**config.mk**
```make
export PLATFORM = sky130hd
export DESIGN_NAME = fetch_unit
export DESIGN_NICKNAME = d
export VERILOG_FILES = /design/src/rtl/fetch_unit.sv
export SDC_FILE = /design/constraint.sdc
export NUM_CORES = 1
export LEC_CHECK = 0
export BUFFER_PORTS_ARGS = -buffer_cell sky130_fd_sc_hd__buf_2
export CAP_MARGIN = 5
export CORE_AREA = 2 2 137 139
export CTS_BUF_LIST = sky130_fd_sc_hd__clkbuf_4 sky130_fd_sc_hd__clkbuf_8
export DETAILED_ROUTE_END_ITERATION = 12
export DIE_AREA = 0 0 139 141
export GPL_ROUTABILITY_DRIVEN = 0
export MAX_ROUTING_LAYER = met4
export PLACE_DENSITY_LB_ADDON = 0.12
export SYNTH_ARGS = -nofsm -noshare
export SYNTH_HDL_FRONTEND = slang
export SYNTH_SLANG_ARGS = --single-unit
```
**constraint.sdc**
```tcl
create_clock -name clk -period 2.8 [get_ports clk]
set_input_delay 0.28 -clock clk [delete_from_list [all_inputs] [get_ports clk]]
set_output_delay 0.28 -clock clk [all_outputs]
set_load 0.02 [all_outputs]
```
**src/rtl/fetch_unit.sv**
```systemverilog
// PC/fetch stage: fetches one word per cycle into a 2-entry {pc, instr} buffer, 1-cycle fetch latency.
// Backpressure via out_valid/out_ready; full buffer holds the PC; redirect flushes; bad PC traps sticky.
module fetch_unit #(
    parameter int ADDR_WIDTH = 32,
    parameter int DATA_WIDTH = 32,
    parameter int MEM_SIZE   = 512,
    parameter logic [ADDR_WIDTH-1:0] RESET_PC = '0
) (
    input  logic                  clk,
    input  logic                  reset,
    output logic [ADDR_WIDTH-1:0] instr_addr,
    input  logic [DATA_WIDTH-1:0] instr,
    input  logic                  redirect_valid,
    input  logic [ADDR_WIDTH-1:0] redirect_target,
    output logic                  out_valid,
    input  logic                  out_ready,
    output logic [DATA_WIDTH-1:0] out_instr,
    output logic [ADDR_WIDTH-1:0] out_pc,
    output logic [ADDR_WIDTH-1:0] out_pc_plus4,
    output logic                  fault,
    output logic [ADDR_WIDTH-1:0] fault_addr
);
    typedef enum logic {RUN, FAULT} state_t;

    typedef struct packed {
        logic [ADDR_WIDTH-1:0] pc;
        logic [DATA_WIDTH-1:0] instr;
    } entry_t;

    localparam logic [ADDR_WIDTH-2:0] MEM_WORDS = (ADDR_WIDTH-1)'(MEM_SIZE);

    state_t          state;
    logic [ADDR_WIDTH-1:0] pc;
    logic [1:0]      count;
    entry_t          buf0;
    entry_t          buf1;
    entry_t          new_entry;
    logic            pc_legal;
    logic            pop;
    logic            push;
    logic            flush;

    // Legality is checked on the PC itself, so a wrapped or past-the-end PC is never fetched.
    assign pc_legal  = (pc[1:0] == 2'b00) && ({1'b0, pc[ADDR_WIDTH-1:2]} < MEM_WORDS);
    assign pop       = out_valid && out_ready;
    assign flush     = (state == RUN) && redirect_valid;
    assign push      = (state == RUN) && pc_legal && !redirect_valid && ((count != 2'd2) || pop);
    assign new_entry = '{pc: pc, instr: instr};

    always_ff @(posedge clk) begin
        if (reset) begin
            state      <= RUN;
            pc         <= RESET_PC;
            count      <= 2'd0;
            buf0       <= '0;
            buf1       <= '0;
            fault      <= 1'b0;
            fault_addr <= '0;
        end else begin
            if ((state == RUN) && !pc_legal) begin
                state      <= FAULT;
                fault      <= 1'b1;
                fault_addr <= pc;
            end
            if (flush) begin
                count <= 2'd0;
                pc    <= redirect_target;
            end else begin
                if (push) begin
                    pc <= pc + ADDR_WIDTH'(4);
                end
                case ({push, pop})
                    2'b10: begin
                        if (count == 2'd0) begin
                            buf0 <= new_entry;
                        end else begin
                            buf1 <= new_entry;
                        end
                        count <= count + 2'd1;
                    end
                    2'b01: begin
                        buf0  <= buf1;
                        count <= count - 2'd1;
                    end
                    2'b11: begin
                        // Simultaneous push/pop keeps the count; the new entry lands behind whatever remains.
                        if (count == 2'd1) begin
                            buf0 <= new_entry;
                        end else begin
                            buf0 <= buf1;
                            buf1 <= new_entry;
                        end
                    end
                    default: ;
                endcase
            end
        end
    end

    assign instr_addr   = pc;
    assign out_valid    = (count != 2'd0);
    assign out_instr    = buf0.instr;
    assign out_pc       = buf0.pc;
    assign out_pc_plus4 = buf0.pc + ADDR_WIDTH'(4);

endmodule
```
==> impl_metrics.py, run 1 <==
metrics = {
    "status": {
        "status": "finished, final reports clean",
    },
    "worst_hold_path": {
        "min_path_type": "in2reg",
    },
    "timing": {
        "finalHoldViolations": 0,
        "whs_ps": 35.86,
        "fin_crit_ps": 2631,
        "fin_skew_ps": 12.28,
        "slew_violations": 0,
        "finalSetupViolCount": 0,
        "slew_headroom": 0.3176,
        "max_freq_mhz": 380.1,
        "final.setup.tns_ps": 0,
        "worst_pin_slew_ps": 1024,
        "fin_crit_sh": 0.9396,
    },
    "cells_and_area": {
        "fin_cells": 1387,
        "final_util": 0.5314,
        "area_growth_pct": 23.81,
        "final_nets": 1213,
        "mostFrequentLayoutCells": "buf_2 (228), dfxtp_1 (192), nand2_1 (190), a21oi_1 (122), nor2_1 (94)",
        "layout-drive-gt1-share": 0.2585,
        "final_common_cell": "buf_2",
        "n_antenna_cell": 0,
    },
    "power_and_ir_drop": {
        "powerDensity_nw_per_um2": 677.1,
        "power.total_mw": 6.573,
        "power_leakage_nw": 4.267,
        "peakVddDrop_mv": 0.3297,
    },
    "synthesis": {
        "synthCells": 941,
        "avgSynthCellArea_um2": 8.332,
        "ys_ff_latch": 195,
        "synth.distinct_cells": 43,
        "ys_seq_area_frac": 0.4979,
        "async_flop_share": 0,
        "synth_flop_cell": "dfxtp_1",
        "yosysWarningCount": 0,
        "synth_area_um2": 7840,
        "synth_nets": 1014,
        "synth_edf_count": 0,
    },
    "clock_tree": {
        "ctsHtreeMaxLevel": 4,
        "clockRootBuffer": "clkbuf_8",
        "clk_pin_slew_worst_paths_ps": 100,
        "cts_inserted_buffers": 17,
        "tritoncts": "yes",
        "cts_sinks": 195,
        "insertion_delay_ps": 470,
        "ctsLongestPathBuffers": 2,
    },
    "global_routing": {
        "grt_pass1_wl_um": 33430,
        "overflow": 0,
        "grt_max_degree": 75,
        "grt_pass1_vias": 6351,
        "grt_use_total": 0.2155,
        "antenna_found_initial": 0,
    },
    "setup_path": {
        "path_delay_family": "simple AND/OR/NAND/NOR gates",
        "arrival_ps": 2350,
        "crit_slowest_cell": "dfxtp_1",
        "start_kind": "register",
        "crit_buf_inv": 2,
        "crit_path_end_kind": "output port",
        "path_class": "reg2out",
        "crit_path_max_incr_delay_ps": 450,
        "worstPathRequired_ps": 2520,
        "crit_fanout": 5,
        "crit_chain": "nand4_1 -> nor4_2 -> buf_4 -> and2_1 -> and4_1 -> xor2_1 -> buf_2",
    },
    "die": {
        "fp.dieH_um": 141,
        "initial_core_util": 0.4292,
        "coreArea_um2": 18270,
        "die_w_um": 139,
        "dieArea_um2": 19600,
        "core.rowCount": 50,
        "boundaryPins": 230,
    },
    "route": {
        "firstDrtPassIters": 4,
        "dr.first_iter.drc_count": 345,
        "drt-total-wl_um": 21020,
        "drt-vias-per-instance": 5.089,
        "wire_per_inst_um": 15.15,
        "via_count": 7059,
        "route.detailed.drc": 0,
        "final_antenna_net_count": 0,
    },
    "placement": {
        "hpwl_um": 13660,
        "port_buffers": 229,
        "dpl.cell_count": 1353,
    },
    "flow_run": {
        "max-cap-violations": 0,
    },
}
[synthesized netlist by cell type (all sizes together) (5+ instances only)]
cell type    n  share of area
mux2i       32          0.041
nor2        94          0.045
a21oi      123          0.079
a22oi        8         0.0077
dfxtp      195           0.50
and2        24          0.019
and3        11         0.0088
a211oi      46          0.044
xnor2       23          0.026
nand3       42          0.027
nand2      190          0.091
xor2        11          0.012
ha           5         0.0080
nor4         6         0.0048
inv          9         0.0043
buf          6         0.0038
nand4       10         0.0088
clkbuf      64          0.031
and4         6         0.0067
[worst reg2reg max path, cell delays in order, from the launching register on]
cell and delay, ps:
dfxtp_1 390, inv_1 80, ha_1 250, nand2b_1 290, a2111oi_4 490, nand4_2 210
or3_1 340, a311oi_1 240
[final cells by class]
type / count / area [µm²]
clock buffer: 20 / 269.0
clock inverter: 12 / 146.4
fill: 1801 / 8561
inverter: 9 / 33.78
multi-input combinational: 667 / 3695
sequential: 195 / 3908
tap: 234 / 292.8
timing repair buffer: 250 / 1363
[registers in the layout (all words and copies together) (netlist names)]
signal and flops:
state 1, instr_addr 32, out_instr 32, fault_addr 32, buf1 64, out_pc 32
count 2
[power breakdown]
| part | leakage (nW) | switching (mW) | internal, mW | total (mW) |
|---|---|---|---|---|
| Sequential | 1.58 | 0.157 | 2.96 | 3.11 |
| Combinational | 2.48 | 1.02 | 0.536 | 1.56 |
| Clock | 0.202 | 1.03 | 0.870 | 1.90 |
| Total | 4.27 | 2.21 | 4.36 | 6.57 |
[routing by layer]
layer	GRT usage	vias to the layer above	wire (µm)
li1	-	3606	-
met1	0.2890	3277	10260
met2	0.3306	153	9566
met3	0.04789	23	809
met4	0.05795	0	382
met5	-	-	0
[kinds of logic (layout without fill, tap and decap cells)]
logic type / after synthesis / in the layout / share of synthesized area
AOI/OAI and AO/OA: 197 / 197 / 0.1518
xor gates and xnor gates: 34 / 34 / 0.03798
adders and majority gates: 5 / 5 / 0.007980
buffers and inverters: 79 / 291 / 0.03878
DFF: 195 / 195 / 0.4979
muxes: 32 / 32 / 0.04086
and+or+nand+nor: 399 / 399 / 0.2247
[through the flow]
stage	instance area, µm²	setup slack (ps)
2_1_floorplan	7840	525.3
3_3_place_gp	9255	433.2
3_5_place_dp	9255	438.5
4_1_cts	9682	51.27
5_1_grt	9707	-30.25
6_report	9707	169.2
[path summary, 6_finish.rpt]
check                           cells past startpoint  slack [ps]           startpoint               end
worst max register to register                      7         440             count[0]     instr_addr[9]
worst min register to register                      2         460             buf1[40]         out_pc[8]
worst max-delay path                                7         170           out_pc[10]  out_pc_plus4[24]
worst min-delay path                                3          40  redirect_target[26]    instr_addr[26]
[timing repair]
item / 4_1_cts / 5_1_grt
pin swaps: 1 / 0
endpoints found under the setup margin: 2 / 2
buffers inserted: 1 / 0
hold endpoints to repair: 0 / 1
gates cloned: 0 / 0
hold buffers: 0 / 1
resized for setup: 2 / 5
No activity file was read; power rests on OpenSTA's default activity.
==> run 2: changes to the inputs <==
- MAX_ROUTING_LAYER: met4 -> default
==> run 2 against run 1 <==
  * Sequential share of layout area stayed put
  * Largest cell class unchanged
  * Cell count unchanged
  * Critical path type unchanged
  * Clock-buffer cell count did not move
  * Via count down 0.37%
  * Setup slack got worse by 7.1 ps
  * Wire length is 0.25% higher
  * Utilization unchanged
  * Critical path depth unchanged
==> impl_metrics.py, run 2 (same netlist as run 1, synthesis figures left out) <==
metrics = {
    "clock_tree": {
        "ctsLongestPathBuffers": 2,
        "insertion_delay_ps": 470,
        "cts_inserted_buffers": 17,
        "tritoncts": "yes",
        "cts_sinks": 195,
        "ctsHtreeMaxLevel": 4,
        "clockRootBuffer": "clkbuf_8",
        "clk_pin_slew_worst_paths_ps": 100,
    },
    "timing": {
        "finalHoldViolations": 0,
        "fin_crit_sh": 0.9421,
        "finalSetupViolCount": 0,
        "max_freq_mhz": 379.1,
        "worst_slack_ps": 162.2,
        "final.setup.tns_ps": 0,
        "fin_crit_ps": 2638,
        "whs_ps": 30.82,
        "fin_skew_ps": 14.35,
        "slew_headroom": 0.3128,
        "worst_pin_slew_ps": 1031,
        "slew_violations": 0,
    },
    "cells_and_area": {
        "mostFrequentLayoutCells": "buf_2 (228), dfxtp_1 (192), nand2_1 (190), a21oi_1 (122), nor2_1 (94)",
        "final_common_cell": "buf_2",
        "n_antenna_cell": 0,
        "final_util": 0.5314,
        "largest_reg_flops": 64,
        "layout-drive-gt1-share": 0.2585,
        "final_nets": 1213,
        "top_register": "buf1",
        "n_fill_cell": 1801,
        "area_growth_pct": 23.81,
    },
    "global_routing": {
        "overflow": 0,
        "grt_use_total": 0.2094,
        "grt_max_degree": 75,
        "grt_pass1_vias": 6334,
        "antenna_found_initial": 0,
        "grt_pass1_wl_um": 33500,
    },
    "setup_path": {
        "start_kind": "register",
        "startpoint": "out_pc[10]",
        "crit_path_max_incr_delay_ps": 450,
        "crit_fanout": 5,
        "r2r_slack_ps": 440,
        "crit_chain": "nand4_1 -> nor4_2 -> buf_4 -> and2_1 -> and4_1 -> xor2_1 -> buf_2",
        "path_class": "reg2out",
        "crit_slowest_cell": "dfxtp_1",
        "crit_path_end_kind": "output port",
        "r2r_start": "count[0]",
        "arrival_ps": 2360,
        "path_delay_family": "simple AND/OR/NAND/NOR gates",
        "crit_buf_inv": 2,
        "worstPathRequired_ps": 2520,
    },
    "flow_run": {
        "max-cap-violations": 0,
    },
    "power_and_ir_drop": {
        "power.total_mw": 6.578,
        "power_leakage_nw": 4.267,
        "powerDensity_nw_per_um2": 677.7,
        "peakVddDrop_mv": 0.3288,
    },
    "worst_hold_path": {
        "min_path_type": "in2reg",
        "holdCritStartpoint": "redirect_target[26]",
    },
    "die": {
        "initial_core_util": 0.4292,
        "core.rowCount": 50,
        "coreArea_um2": 18270,
        "dieArea_um2": 19600,
        "boundaryPins": 230,
        "die_w_um": 139,
        "fp.dieH_um": 141,
    },
    "route": {
        "firstDrtPassIters": 5,
        "drt-total-wl_um": 21070,
        "via_count": 7033,
        "final_antenna_net_count": 0,
        "wire_per_inst_um": 15.19,
        "dr.first_iter.drc_count": 354,
        "route.detailed.drc": 0,
        "drt-vias-per-instance": 5.071,
    },
    "placement": {
        "hpwl_um": 13660,
        "port_buffers": 229,
        "place_ws_ps": 438.5,
    },
    "status": {
        "status": "finished, final reports clean",
    },
}
[run 2: layer usage]
metal	vias to the layer above	track usage	wire length, µm
li1	3606	-	-
met1	3238	0.2852	10130
met2	164	0.3308	9538
met3	25	0.05435	1019
met4	0	0.05795	381
met5	-	0	0
[run 2: final timing paths]
kind,endpoint,cells after the start
hold / removal,instr_addr[26],3
hold reg to reg,out_pc[8],2
setup / recovery,out_pc_plus4[24],7
setup reg to reg,instr_addr[9],7
[run 2: area by class of cell]
class | instances | area, µm² | area share
clock buffer | 20 | 269.0 | 0.02771
multi-input combinational | 667 | 3695 | 0.3806
sequential | 195 | 3908 | 0.4026
inverter | 9 | 33.78 | 0.003480
timing repair buffer | 250 | 1363 | 0.1404
tap | 234 | 292.8 | 0.03016
clock inverter | 12 | 146.4 | 0.01508
[run 2: timing repair]
item	in CTS	in global routing
endpoints found under the setup margin	2	2
resized for setup	2	5
pin swaps	1	0
hold endpoints to repair	0	1
hold buffers	0	1
setup buffers	1	0
[run 2: tightest hold or removal path: cells and delay by family]
| family | cells | cell delay (ps) |
|---|---|---|
| buf+inv | 1 | 90 |
| compound gates | 1 | 50 |
| simple gates | 1 | 40 |
[run 2: through the flow]
stage	instance area, µm²	instances
finish	9707	1387
detailed placement	9255	1353
CTS	9682	1386
global route	9707	1387
floorplan	7840	941
global placement	9255	1353
[run 2: where the power goes]
group / total, mW / switching (mW) / leakage [nW] / internal, mW
Combinational: 1.56 / 1.02 / 2.48 / 0.535
Clock: 1.91 / 1.04 / 0.202 / 0.870
Sequential: 3.11 / 0.157 / 1.58 / 2.96
Total: 6.58 / 2.22 / 4.27 / 4.36
